### config.mk
export PLATFORM = sky130hd
export DESIGN_NAME = mem_bus_responder
export DESIGN_NICKNAME = d
export VERILOG_FILES = /design/src/rtl/mem_bus_responder.sv
export SDC_FILE = /design/constraint.sdc
export NUM_CORES = 2
export LEC_CHECK = 0
export CAP_MARGIN = 15
export CORE_ASPECT_RATIO = 0.6
export CORE_UTILIZATION = 45
export DETAILED_ROUTE_END_ITERATION = 8
export GPL_ROUTABILITY_DRIVEN = 0
export HOLD_SLACK_MARGIN = 0.15
export SYNTH_ARGS = -nofsm -noshare
export SYNTH_HDL_FRONTEND = slang
export SYNTH_SLANG_ARGS = --single-unit
export TNS_END_PERCENT = 50
### constraint.sdc
create_clock -name CC_clk -period 2.9 [get_ports CC_clk]
set_input_delay 0.435 -clock CC_clk [delete_from_list [all_inputs] [get_ports CC_clk]]
set_output_delay 0.435 -clock CC_clk [all_outputs]
set_load 0.03 [all_outputs]
### src/rtl/mem_bus_responder.sv
// mem_bus_responder
// Memory-side responder on the shared cache bus. Accepts one read or write at
// a time, serves it from a 2^AW x DW memory after MEM_LAT cycles, signals
// completion with a one-cycle finish pulse and announces every accepted write
// on the snoop port so peer caches can invalidate the line.
module mem_bus_responder #(
   parameter int MEM_LAT = 4,   // access latency, legal range 1..15
   parameter int AW      = 8,
   parameter int DW      = 8
) (
   input  logic          CC_clk,
   input  logic          rst,
   input  logic          bus_access,
   input  logic          write_opn_to_bus,
   input  logic [AW-1:0] read_select_Mem,
   input  logic [AW-1:0] write_select_Mem,
   input  logic [DW-1:0] write_data_Mem,
   output logic [DW-1:0] out_data_Mem,
   output logic          finish,
   output logic          mem_busy,
   output logic          flag_snoop,
   output logic [AW-1:0] snoop_address
);

   localparam int DEPTH = 1 << AW;
   localparam int CW    = 4;
   localparam logic [CW-1:0] CNT_LOAD = CW'(MEM_LAT - 1);

   typedef enum logic [1:0] {
      IDLE    = 2'd0,
      ACCESS  = 2'd1,
      RESPOND = 2'd2,
      RELEASE = 2'd3
   } state_t;

   state_t        state;
   state_t        state_next;
   logic [CW-1:0] cnt;
   logic [CW-1:0] cnt_next;

   // One-cycle strobes decoded from the FSM
   logic accept;     // request taken in IDLE on this edge
   logic complete;   // access latency expires on this edge (enter RESPOND)

   // Request captured at acceptance; bus inputs are ignored afterwards
   logic          op_write;
   logic [AW-1:0] op_addr;
   logic [DW-1:0] op_data;

   logic [DW-1:0] mem [DEPTH];

   // State and latency counter registers
   // NOTE: every clocked block uses non-blocking assignments so all registers
   // update from the same pre-edge values and simulation matches hardware.
   always_ff @(posedge CC_clk or negedge rst) begin
      if (!rst) begin
         state <= IDLE;
         cnt   <= '0;
      end else begin
         state <= state_next;
         cnt   <= cnt_next;
      end
   end

   // Next-state, counter and strobe decode
   // NOTE: every output of this block gets a default first, so no path can
   // leave a signal unassigned and infer a latch.
   always_comb begin
      state_next = state;
      cnt_next   = cnt;
      accept     = 1'b0;
      complete   = 1'b0;
      case (state)
         IDLE: begin
            if (bus_access) begin
               accept     = 1'b1;
               cnt_next   = CNT_LOAD;
               state_next = ACCESS;
            end
         end
         ACCESS: begin
            // Requester withdrawing wins over completion: nothing is written
            // and no finish is issued for an aborted access.
            if (!bus_access) begin
               cnt_next   = '0;
               state_next = IDLE;
            end else if (cnt == '0) begin
               complete   = 1'b1;
               state_next = RESPOND;
            end else begin
               cnt_next = cnt - 1'b1;
            end
         end
         RESPOND: begin
            state_next = RELEASE;
         end
         RELEASE: begin
            // Held request must drop before a new one can be accepted
            if (!bus_access) begin
               state_next = IDLE;
            end
         end
         default: begin
            state_next = IDLE;
         end
      endcase
   end

   // Busy whenever a transaction is anywhere in flight
   assign mem_busy = (state != IDLE);

   // Capture operation, selected address and write data at acceptance
   always_ff @(posedge CC_clk or negedge rst) begin
      if (!rst) begin
         op_write <= 1'b0;
         op_addr  <= '0;
         op_data  <= '0;
      end else if (accept) begin
         op_write <= write_opn_to_bus;
         op_addr  <= write_opn_to_bus ? write_select_Mem : read_select_Mem;
         op_data  <= write_data_Mem;
      end
   end

   // Snoop broadcast: one-cycle pulse per accepted write, address held after
   always_ff @(posedge CC_clk or negedge rst) begin
      if (!rst) begin
         flag_snoop    <= 1'b0;
         snoop_address <= '0;
      end else begin
         flag_snoop <= accept && write_opn_to_bus;
         if (accept && write_opn_to_bus) begin
            snoop_address <= write_select_Mem;
         end
      end
   end

   // Completion pulse, registered so it is high for the cycle after RESPOND
   always_ff @(posedge CC_clk or negedge rst) begin
      if (!rst) begin
         finish <= 1'b0;
      end else begin
         finish <= (state == RESPOND);
      end
   end

   // Main memory: identity pattern on reset, written when a write completes
   // NOTE: this array is reset deliberately so that location i reads back i
   // after rst; a reset array maps to flops rather than a RAM macro.
   always_ff @(posedge CC_clk or negedge rst) begin
      if (!rst) begin
         for (int i = 0; i < DEPTH; i++) begin
            mem[i] <= DW'(i);
         end
      end else if (complete && op_write) begin
         mem[op_addr] <= op_data;
      end
   end

   // Read data: loaded when a read completes and held until the next one
   always_ff @(posedge CC_clk or negedge rst) begin
      if (!rst) begin
         out_data_Mem <= '0;
      end else if (complete && !op_write) begin
         out_data_Mem <= mem[op_addr];
      end
   end

endmodule

---- Word-level counts from Yosys, hierarchy flattened ----
Index checks and enable logic that the tools add are counted.
word-level totals
  flip-flop bits (word level) ............. 2089
  bits of input ports ..................... 28
  output and inout port bits .............. 19
  logic and storage cells ................. 308
operators by class
  add/sub/neg operators ................... 1
  order comparisons ....................... 2
  eq/ne operators ......................... 7
  mux-type cells .......................... 21
  bitwise logic cells ..................... 1
  reduce and logical (&&, ||, !) cells .... 11
operators by type and width
  cell                   count
  $bwmux W2048           1
  $bmux W8 S8            1
  $demux W8 S8           1
  $mux W8                4
  $mux W4                3
  $ge A9 B9 Y1 const B   1
  $lt A9 B1 Y1 const B   1
  $not A8 Y9             1
  $mux W2                4
  $pmux W2 S4            1
  $pmux W4 S2            1
  $ne A3 B3 Y1 const B   2
  $reduce_and A3 Y1      2
  $mux W1                5
  $eq A2 B2 Y1 const B   2
  $logic_and A1 B1 Y1    4
  $logic_not A4 Y1       1
  $ne A2 B2 Y1 const B   2
  $reduce_bool A2 Y1     2
  $sub A4 B1 Y4 const B  1
  $eq A2 B1 Y1 const B   1
  $logic_not A2 Y1       1
  $logic_not A1 Y1       1

---- Logic depth before layout (Yosys ltp) ----
  word-level depth ........................ 6
  mapped depth ............................ 12
  depth with buffers taken out ............ 9

---- Least setup slack after synthesis ----
OpenSTA, ideal clock, no wires.
  kind .................................... reg-to-reg
  start ................................... register cnt[0]
  end ..................................... register mem[2001] in the netlist's numbering
  library setup time ...................... 125 ps
  arrival time ............................ 2416 ps
  data required time ...................... 2775 ps
  slack ................................... 360 ps
  cell stages (with the launch flop) ...... 10
  path buffers ............................ 1
  period minus slack after synthesis ...... 2540 ps
  cells stage by stage .................... dfrtp_1 -> inv_1 -> ha_1 -> nor4b_4 -> nand4_2 -> nor3_4 -> nand2_1 -> buf_4 -> nor2_4 -> mux2_2
on the way
  longest elaborated chain between the ends .. 5
RTL lines
  item                             RTL line  RTL
  from (decl)                      38        logic [CW-1:0] cnt;
  from (signal assigned)           61        cnt <= cnt_next;
  $logic_not A4 Y1                 87        end else if (cnt == '0) begin
  $mux W1                          87
  $mux W1                          84        if (!bus_access) begin
  $mux W1                          73        case (state)
  $logic_and A1 B1 Y1              155       end else if (complete && op_write) begin
  to (signal, indexed assignment)  153       mem[i] <= DW'(i);
  to (signal, indexed assignment)  156       mem[op_addr] <= op_data;
  to (decl)                        50        logic [DW-1:0] mem [DEPTH];
Every way passes these cells.
A chain may end at the register's enable or synchronous reset.

---- Worst setup path after layout ----
  start ................................... register op_addr[1]
  end ..................................... register out_data_Mem[0]
on the way
  longest elaborated chain between the ends .. 4
RTL lines
  item                                         RTL line  RTL
  from (decl)                                  47        logic [AW-1:0] op_addr;
  from (signal assigned)                       120       op_addr <= write_opn_to_bus ? write_select_Mem : read_select_Mem;
  $not A8 Y9 (implied by the code)             165       out_data_Mem <= mem[op_addr];
  $bmux W8 S8                                  165
  $mux W8 (implied by the code) (2 in series)  165
  to (signal assigned)                         165
  to (decl)                                    18        output logic [DW-1:0] out_data_Mem,
Every way passes these cells. The select of a mux whose other input is x is not followed.

==> metrics.txt <==
Detailed Routing Iterations Pass 1=5; Clock Path Buffers=4; vias in the first global route=61.04k; CTS sink count=2089; CP Launch Type=register; mux cell area share after synthesis=36.19%; Synth Register Bits=2089; XOR/XNOR Fraction of Synth Area=0%; Filler cells=16.86k; Syn Nets=6287; design area=118600 um^2; Synthesis Warnings=0; Tot Pwr=91890 uW; Reg clk slew, reported paths=0.07 ns; synthesized instance count=6258; RSZ-0062 raised after global routing=yes; Yosys top cell by area=dfstp_2; LEAKAGE=0.05258 uW; ANT nets after route=0; Final setup viols=7; Slew headroom=25.17%; Die Height=361.5 um; grt total ovfl=0; post-synthesis simple-gate area fraction=3.169%; global-route usage over all layers=27.15%; area grow syn2layout=22.33%; pwr/cell area=775.0 nW/um^2; kind of critical path=reg -> reg; r2r setup slk=-0.1 ns; Clock Skew=0.06610 ns; WHS Endpoint=op_data[1]; Initial Util=45.45%; antenna violations before repair=8; Max Fanout on Critical Path=10; Worst Tran Pin Value=1.122 ns; total negative slack=-0.4209 ns; H-tree lvl count=4; Worst Hold Slack=0.2060 ns; most common cell in the netlist=mux2_2; Die X=601.2 um; Post-synth ARST share=100.0%; Top Ports=47; Synth Cell Area=96930 um^2; post-DP HPWL=200.9 mm; Mapped Avg Cell Area=15.49 um^2; fmax=333.8 MHz; Initial DRC Count=4814; largest net degree at the start of global routing=140; max-slew violations=0; Final Cycle Share=103.3%; Tmin final=2.996 ns; Final #Nets=7031; failing checks=negative setup slack; via count=59.68k; placed cells=9566; post-route insts no fill=10.03k; reg2reg end=out_data_Mem[0]; top-area cell type share of the netlist area=27.76%; Max IR drop VDD=1.294 mV; layout cells sized above 1=71.25%; Vias/cell=5.952; register area=53600 um^2; Post-synth EDFFs=0; Compound-Gate Fraction of Synth Area=3.164%; Area contributors post-synth=dfstp_2 (28%), dfrtp_1 (27%), mux2_2 (23%), mux4_2 (9.6%), mux2i_1 (2.3%); adder-cell area share of the yosys netlist=0.01291%; Synth top cells by count=mux2_2 (2012), dfrtp_1 (1065), dfstp_2 (1024); endpoint class of the critical path=register; Final Hold Fails=0; Cell variety after synth=64; worst min path class=in -> reg; CTS tree=built; WP data arrival=3.72 ns; Worst Hold Launch=write_data_Mem[1]; global-route wire length before repair=436.5 mm; Worst Path Required=3.62 ns; post-synthesis sequential area ratio=55.26%; later-pin clock latency in the skew report=0.88 ns; largest family of logic cells by synthesized area=multiplexers; worst r2r path cells=10; FP Rows=131; die area=217300 um^2; DRC viols=0; placed instance area=109700 um^2; routed wire length=295.6 mm; Hold Path Stages=2; Root Buffer=clkbuf_16; status=complete, but fails checks; area taken by multi-input logic gates=42040 um^2; port buffer count=46; Critical R2R Launch=op_addr[1]; Top FF cell, synth=dfrtp_1; Max Cap Violations=0; CORE AREA=213200 um^2; fin worst setup slack=-0.09602 ns; average routed wire per standard cell=29.48 um; CTS buffer count=201
[cell families after synthesis]
| kind of cell | Yosys count |
|---|---|
| flops | 2089 |
| compound gates | 437 |
| simple gates | 529 |
| fa+ha+maj | 1 |
| buf+inv | 477 |
| mux | 2725 |
[per-layer routing]
metal	part of all wire (%)	track usage (%)	wire length, um	vias up
li1	-	-	-	24980
met1	49	43.28	143800	32600
met2	41	36.50	120100	1738
met3	8.7	7.434	25760	363
met4	2.0	5.220	5921	4
met5	0.0071	0	21	-
[critical path: stages (launching register included)]
cell	delay, ns
dfrtp_4	0.52
buf_12	0.22
buf_16	0.18
buf_4	0.16
mux4_2	0.55
o221ai_1	0.26
a21oi_1	0.10
buf_4	0.18
a21o_1	0.23
o2111ai_2	0.29
a31oi_1	0.13
[area by class of cell]
cell class                      count  area share (%)
Inverter                            6         0.01899
Antenna cell                        3        0.006332
Tap cell                         2859           3.017
Clock inverter                     59          0.7239
Timing Repair Buffer             1012           10.53
Clock buffer                      308           5.035
Sequential cell                  2089           45.21
Multi-Input combinational cell   3692           35.46
[timing repair]
action                     4_1_cts  5_1_grt
gates cloned                     1       10
setup buffers                   18       67
hold endpoints to repair       827        0
hold buffers                     2        0
pin swaps                        7       53
resized for setup               91      146
setup endpoints to repair      406      703
[power by group]
group / internal (uW) / total [uW] / switching (uW)
sequential: 30600 / 32400 / 1820
clock: 16100 / 27800 / 11700
combinational: 12000 / 31700 / 19700
total: 58600 / 91900 / 33200
[cells in the final DEF (no fill, tap or decap), types with 23 or more instances in the layout]
cell / synthesis / layout
a211oi_1: 38 / 25
a21oi_1: 84 / 63
a22oi_1: 109 / 82
a22oi_2: 0 / 27
buf_12: 0 / 337
buf_4: 49 / 570
buf_6: 3 / 31
clkbuf_1: 292 / 60
clkbuf_16: 0 / 217
clkbuf_8: 0 / 41
clkdlybuf4s50_1: 0 / 45
clkinv_2: 0 / 31
dfrtp_1: 1065 / 1050
dfstp_2: 1024 / 1024
mux2_1: 80 / 80
mux2_2: 2012 / 2012
mux2i_1: 219 / 216
mux4_2: 414 / 414
nand2_1: 122 / 118
nand3_1: 36 / 30
nor2_1: 57 / 41
nor2_2: 156 / 166
nor2_4: 40 / 46
o21ai_0: 43 / 30
o221ai_1: 26 / 23
[state kept, by name (all words and copies together) (netlist names), named ones only]
| register | flops |
|---|---|
| op_addr | 8 |
| out_data_Mem | 8 |
| mem | 2048 |
| cnt | 4 |
| flag_snoop | 1 |
| op_data | 8 |
| finish | 1 |
| snoop_address | 8 |
| op_write | 1 |
| state | 1 |
[through the flow]
stage,setup WS (ns),utilization (%)
after CTS,-0.09291,54.95
after global placement,-1.076,51.43
after detailed placement,-1.059,51.43
final,-0.09602,55.60
after global routing,-0.1042,55.60
after floorplan,0.3596,-
[worst max-delay path by stage]
| stage | start | end | slack [ns] | cells past startpoint |
|---|---|---|---|---|
| after detailed placement | op_addr[0] | out_data_Mem[5] | -1.06 | 9 |
| after CTS | op_addr[0] | out_data_Mem[5] | -0.09 | 10 |
| final | op_addr[1] | out_data_Mem[0] | -0.1 | 10 |
| after global placement | op_addr[0] | out_data_Mem[5] | -1.08 | 9 |
| after global routing | op_addr[0] | out_data_Mem[6] | -0.10 | 12 |
| after floorplan | cnt[0] | mem[2001] | 0.36 | 9 |
(Power assumes the default switching activity.)
